**src/rtl/ctrl_pipeline.sv**
```systemverilog
// rtl/ctrl_pipeline.sv - EX/MEM/WB control pipeline with load-use stall, flush bubbles and forwarding select
module ctrl_pipeline (
  input  logic       clk,
  input  logic       rst_n,
  input  logic [8:0] id_ctrl,
  input  logic       id_valid,
  input  logic [4:0] id_rs1,
  input  logic [4:0] id_rs2,
  input  logic [4:0] id_rd,
  input  logic       flush,
  output logic       stall,
  output logic [8:0] ex_ctrl,
  output logic [3:0] mem_ctrl,
  output logic [1:0] wb_ctrl,
  output logic [4:0] ex_rd,
  output logic [4:0] mem_rd,
  output logic [4:0] wb_rd,
  output logic [1:0] fwd_a,
  output logic [1:0] fwd_b
);

  localparam int unsigned REGWRITE = 8;
  localparam int unsigned MEMREAD  = 7;

  localparam logic [1:0] FWD_RF  = 2'b00;
  localparam logic [1:0] FWD_MEM = 2'b10;
  localparam logic [1:0] FWD_WB  = 2'b01;

  logic [8:0] ex_ctrl_q,  ex_ctrl_d;
  logic       ex_valid_q, ex_valid_d;
  logic [4:0] ex_rd_q,    ex_rd_d;
  logic [4:0] ex_rs1_q,   ex_rs1_d;
  logic [4:0] ex_rs2_q,   ex_rs2_d;

  logic [3:0] mem_ctrl_q,  mem_ctrl_d;
  logic       mem_valid_q, mem_valid_d;
  logic [4:0] mem_rd_q,    mem_rd_d;

  logic [1:0] wb_ctrl_q,  wb_ctrl_d;
  logic       wb_valid_q, wb_valid_d;
  logic [4:0] wb_rd_q,    wb_rd_d;

  logic load_use;
  logic bubble;
  logic mem_fwd_ok;
  logic wb_fwd_ok;

  // Hazard detection: the load in EX cannot supply its data until WB.
  always_comb begin
    load_use = ex_valid_q && ex_ctrl_q[MEMREAD] && (ex_rd_q != 5'd0) && id_valid &&
               ((ex_rd_q == id_rs1) || (ex_rd_q == id_rs2));
    stall    = load_use && !flush;
    bubble   = flush || load_use || !id_valid;
  end

  always_comb begin
    ex_ctrl_d  = 9'd0;
    ex_valid_d = 1'b0;
    ex_rd_d    = 5'd0;
    ex_rs1_d   = 5'd0;
    ex_rs2_d   = 5'd0;
    if (!bubble) begin
      ex_ctrl_d  = id_ctrl;
      ex_valid_d = 1'b1;
      ex_rd_d    = id_rd;
      ex_rs1_d   = id_rs1;
      ex_rs2_d   = id_rs2;
      // x0 is hardwired; dropping the write here keeps it out of forwarding too.
      if (id_rd == 5'd0) begin
        ex_ctrl_d[REGWRITE] = 1'b0;
      end
    end
  end

  always_comb begin
    mem_ctrl_d  = ex_ctrl_q[8:5];
    mem_valid_d = ex_valid_q;
    mem_rd_d    = ex_rd_q;
    wb_ctrl_d   = {mem_ctrl_q[3], mem_ctrl_q[0]};
    wb_valid_d  = mem_valid_q;
    wb_rd_d     = mem_rd_q;
  end

  always_ff @(posedge clk or negedge rst_n) begin
    if (!rst_n) begin
      ex_ctrl_q   <= 9'd0;
      ex_valid_q  <= 1'b0;
      ex_rd_q     <= 5'd0;
      ex_rs1_q    <= 5'd0;
      ex_rs2_q    <= 5'd0;
      mem_ctrl_q  <= 4'd0;
      mem_valid_q <= 1'b0;
      mem_rd_q    <= 5'd0;
      wb_ctrl_q   <= 2'd0;
      wb_valid_q  <= 1'b0;
      wb_rd_q     <= 5'd0;
    end else begin
      ex_ctrl_q   <= ex_ctrl_d;
      ex_valid_q  <= ex_valid_d;
      ex_rd_q     <= ex_rd_d;
      ex_rs1_q    <= ex_rs1_d;
      ex_rs2_q    <= ex_rs2_d;
      mem_ctrl_q  <= mem_ctrl_d;
      mem_valid_q <= mem_valid_d;
      mem_rd_q    <= mem_rd_d;
      wb_ctrl_q   <= wb_ctrl_d;
      wb_valid_q  <= wb_valid_d;
      wb_rd_q     <= wb_rd_d;
    end
  end

  // Operand forwarding looks only at stage registers; the younger MEM result wins.
  always_comb begin
    mem_fwd_ok = mem_valid_q && mem_ctrl_q[3] && (mem_rd_q != 5'd0);
    wb_fwd_ok  = wb_valid_q && wb_ctrl_q[1] && (wb_rd_q != 5'd0);

    fwd_a = FWD_RF;
    if (mem_fwd_ok && (mem_rd_q == ex_rs1_q)) begin
      fwd_a = FWD_MEM;
    end else if (wb_fwd_ok && (wb_rd_q == ex_rs1_q)) begin
      fwd_a = FWD_WB;
    end

    fwd_b = FWD_RF;
    if (mem_fwd_ok && (mem_rd_q == ex_rs2_q)) begin
      fwd_b = FWD_MEM;
    end else if (wb_fwd_ok && (wb_rd_q == ex_rs2_q)) begin
      fwd_b = FWD_WB;
    end
  end

  assign ex_ctrl  = ex_ctrl_q;
  assign mem_ctrl = mem_ctrl_q;
  assign wb_ctrl  = wb_ctrl_q;
  assign ex_rd    = ex_rd_q;
  assign mem_rd   = mem_rd_q;
  assign wb_rd    = wb_rd_q;

endmodule

```
**config.mk**
```make
export PLATFORM = sky130hd
export DESIGN_NAME = ctrl_pipeline
export DESIGN_NICKNAME = d
export VERILOG_FILES = /design/src/rtl/ctrl_pipeline.sv
export SDC_FILE = /design/constraint.sdc
export NUM_CORES = 1
export LEC_CHECK = 0
export ABC_AREA = 1
export CORE_MARGIN = 3
export CORE_UTILIZATION = 45
export DETAILED_ROUTE_END_ITERATION = 7
export GPL_ROUTABILITY_DRIVEN = 1
export PLACE_DENSITY_LB_ADDON = 0.12
export SLEW_MARGIN = 20
export SYNTH_ARGS = -nofsm -noshare
export SYNTH_HDL_FRONTEND = slang
export SYNTH_SLANG_ARGS = --single-unit
```
**constraint.sdc**
```tcl
create_clock -name clk -period 2.4 [get_ports clk]
set_clock_uncertainty 0.05 [all_clocks]
set_input_delay 0.48 -clock clk [delete_from_list [all_inputs] [get_ports clk]]
set_output_delay 0.48 -clock clk [all_outputs]
set_load 0.005 [all_outputs]
```
==> flow_summary.json <==
{
  "worst_r2r_startpoint": "ex_rd[0]$_DFF_PN0_",
  "avgSynthCellArea_um2": 9.64,
  "crit_buf_inv": 1,
  "synth_top_area_cell": "dfrtp_1",
  "io_pins": 63,
  "htree_levels": 2,
  "viasPerCell": 4.46,
  "r2r_slack_ps": 910,
  "seqCellArea_mm2": 0.00108,
  "post_drt_wl_per_cell_um": 10.8,
  "place.gp.congestion": 0.788,
  "crit_cells": 4,
  "clockBufferDepth": 2,
  "timing.rr.end": "ex_rs2_q[0]$_DFF_PN0_",
  "cts.reportedPaths.clkPinSlew_ps": 80,
  "die_w_um": 68.8,
  "cpPeakStageDelay_ps": 530,
  "area_growth_pct": 46.6,
  "cp_top_family": "buffers and inverters",
  "worst_slew_pin_slew_ps": 501,
  "post_synth_num_cell_types": 15,
  "final_common_cell": "clkdlybuf4s50_1",
  "ys_ff_latch": 43,
  "dieArea_mm2": 0.00473,
  "crit_fanout": 5,
  "grt-ovfl-total": 0,
  "seq_area_frac_synth_pct": 60.6,
  "reg2reg_depth": 9,
  "setup_ws_ps": 93.7,
  "maxCapViolCount": 0,
  "finalCritPeriodShare_pct": 96.1,
  "cts_root_buffer": "clkbuf_8",
  "yosysWarnings": 0,
  "crit_type": "flop to primary output",
  "wirelength_mm": 3.32,
  "cp-end-kind": "primary output",
  "dp.cells": 299,
  "worstPathRequired_ps": 1870,
  "hold_path_class": "primary input to asynchronous set/reset pin",
  "vdd_drop_max_mv": 0.332,
  "cts_buffers": 5,
  "drtAntennaViolNets": 0,
  "crit_arrival_ps": 1780,
  "critPathLaunchType": "flop",
  "dr.pass1.iters": 4,
  "dr_total_vias": 1368,
  "grt_max_degree": 44,
  "fmax_mhz": 434,
  "path_cells": "xnor2_1 -> nand4_1 -> nor3_2 -> clkdlybuf4s50_1",
  "layout-drive-gt1-share_pct": 12.7,
  "fillerInstances": 331,
  "hold_viol_final": 0,
  "numClockSinks": 43,
  "cts_hold_buf": 0,
  "start_util_pct": 47.4,
  "cts_setup_buffers": 0,
  "pre_cts_slack_ps": -240,
  "core-area_mm2": 0.00374,
  "slew_headroom_pct": 66.6,
  "cpMaxStageDelayCell": "clkdlybuf4s50_1",
  "dp_hpwl_mm": 2.58,
  "multiInputGateArea_um2": 582,
  "num_rows": 22,
  "startpoint": "mem_rd[1]$_DFF_PN0_",
  "layout_common_cells": "clkdlybuf4s50_1, dfrtp_1, nor2_1",
  "endpoint": "fwd_b[1]",
  "die_h_um": 68.8,
  "power.density_mw_per_mm2": 539,
  "setup_viol": 0,
  "grt_pass1_wl_mm": 5.34,
  "min_period_ps": 2310,
  "maxSlewViolCount": 0,
  "syn-num-nets": 212,
  "antenna_found_initial": 0,
  "rsz0062_at_grt": "no",
  "cts_tree": "done",
  "p_leak_nw": 1.34,
  "status": "completed",
  "finalNonFillerCells": 307,
  "drt-initial-drc-count": 18,
  "portBuffers": 62,
  "hold_ws_ps": 193,
  "drt_drc_violations_left": 0,
  "netlist_top_cells_area": "dfrtp_1, nor2_1, xnor2_1",
  "grt_pass1_vias": 1280,
  "n_antenna_cell": 0,
  "grt.total_usage_pct": 15.7,
  "synth_top_area_share_pct": 60.6,
  "clkLatencyLatePin_ps": 290,
  "postSynthCellCount": 184,
  "syn_area_mm2": 0.00177,
  "nNetsFinal": 286
}
[flip-flops by register name (all words and copies together), names as in the netlist]
register     cells
wb_ctrl          2
ex_rd            5
ex_rs1_q         5
mem_valid_q      1
ex_ctrl          9
mem_ctrl         4
wb_valid_q       1
mem_rd           5
ex_valid_q       1
wb_rd            5
ex_rs2_q         5
[kinds of logic after synthesis]
kind of cell | count (synthesis) | synth area share [%]
compound gates | 1 | 0.282
xor+xnor | 22 | 10.9
buf+inv | 35 | 8.25
flops | 43 | 60.6
simple gates | 83 | 20.0
[through the flow]
step / util [%] / power, mW / TNS, ps / cell area [um^2]
3_5_place_dp: 66.2 / 0.986 / -240 / 2480
3_3_place_gp: 66.2 / 0.983 / -222 / 2480
6_report: 69.5 / 1.40 / 0 / 2600
4_1_cts: 68.5 / 1.41 / 0 / 2560
2_1_floorplan: - / 0.864 / 0 / 1770
5_1_grt: 69.5 / 1.47 / 0 / 2600
[report_power, final]
part	leakage (nW)	switching, mW	internal (mW)
registers	0.569	0.0268	0.753
clock network	0.0412	0.226	0.203
logic	0.728	0.0802	0.115
total	1.34	0.333	1.07
[synth_stat cells (all sizes together)]
master and count:
nand4 6, buf 2, xnor2 14, dfrtp 43
nand3 5, inv 33, nand2 28, nor2 39
nor3 5, xor2 8, o21ai 1
[how the worst min path moves through the flow]
stage | startpoint | end | cells past startpoint
after detailed placement | mem_valid_q$_DFF_PN0_ | wb_valid_q$_DFF_PN0_ | 0
after global placement | ex_ctrl[5]$_DFF_PN0_ | mem_ctrl[0]$_DFF_PN0_ | 0
after global routing | rst_n | wb_valid_q$_DFF_PN0_ | 2
after CTS | rst_n | wb_valid_q$_DFF_PN0_ | 2
after floorplan | rst_n | ex_ctrl[0]$_DFF_PN0_ | 0
final | rst_n | wb_valid_q$_DFF_PN0_ | 2
[timing repair]
item,4_1_cts,5_1_grt
pin swaps,1,0
endpoints found under the setup margin,1,5
resized for setup,1,16
gates cloned,0,0
[per-layer routing]
layer  wire (um)  track usage [%]  share of wire, %
met5           0                0                 0
met4          55             6.57               1.7
met3         274             6.48               8.3
met2        1700             26.8                51
met1        1290             17.3                39
[layout make-up]
cell class	instances	share of cell area [%]
well taps	48	2.31
inverters	33	4.76
repair buffers	69	25.7
flip-flops and latches	43	41.6
multi-input cells	106	22.4
clock buffers	6	2.79
clock inverters	2	0.481
Power figures use the tool's default switching activity.
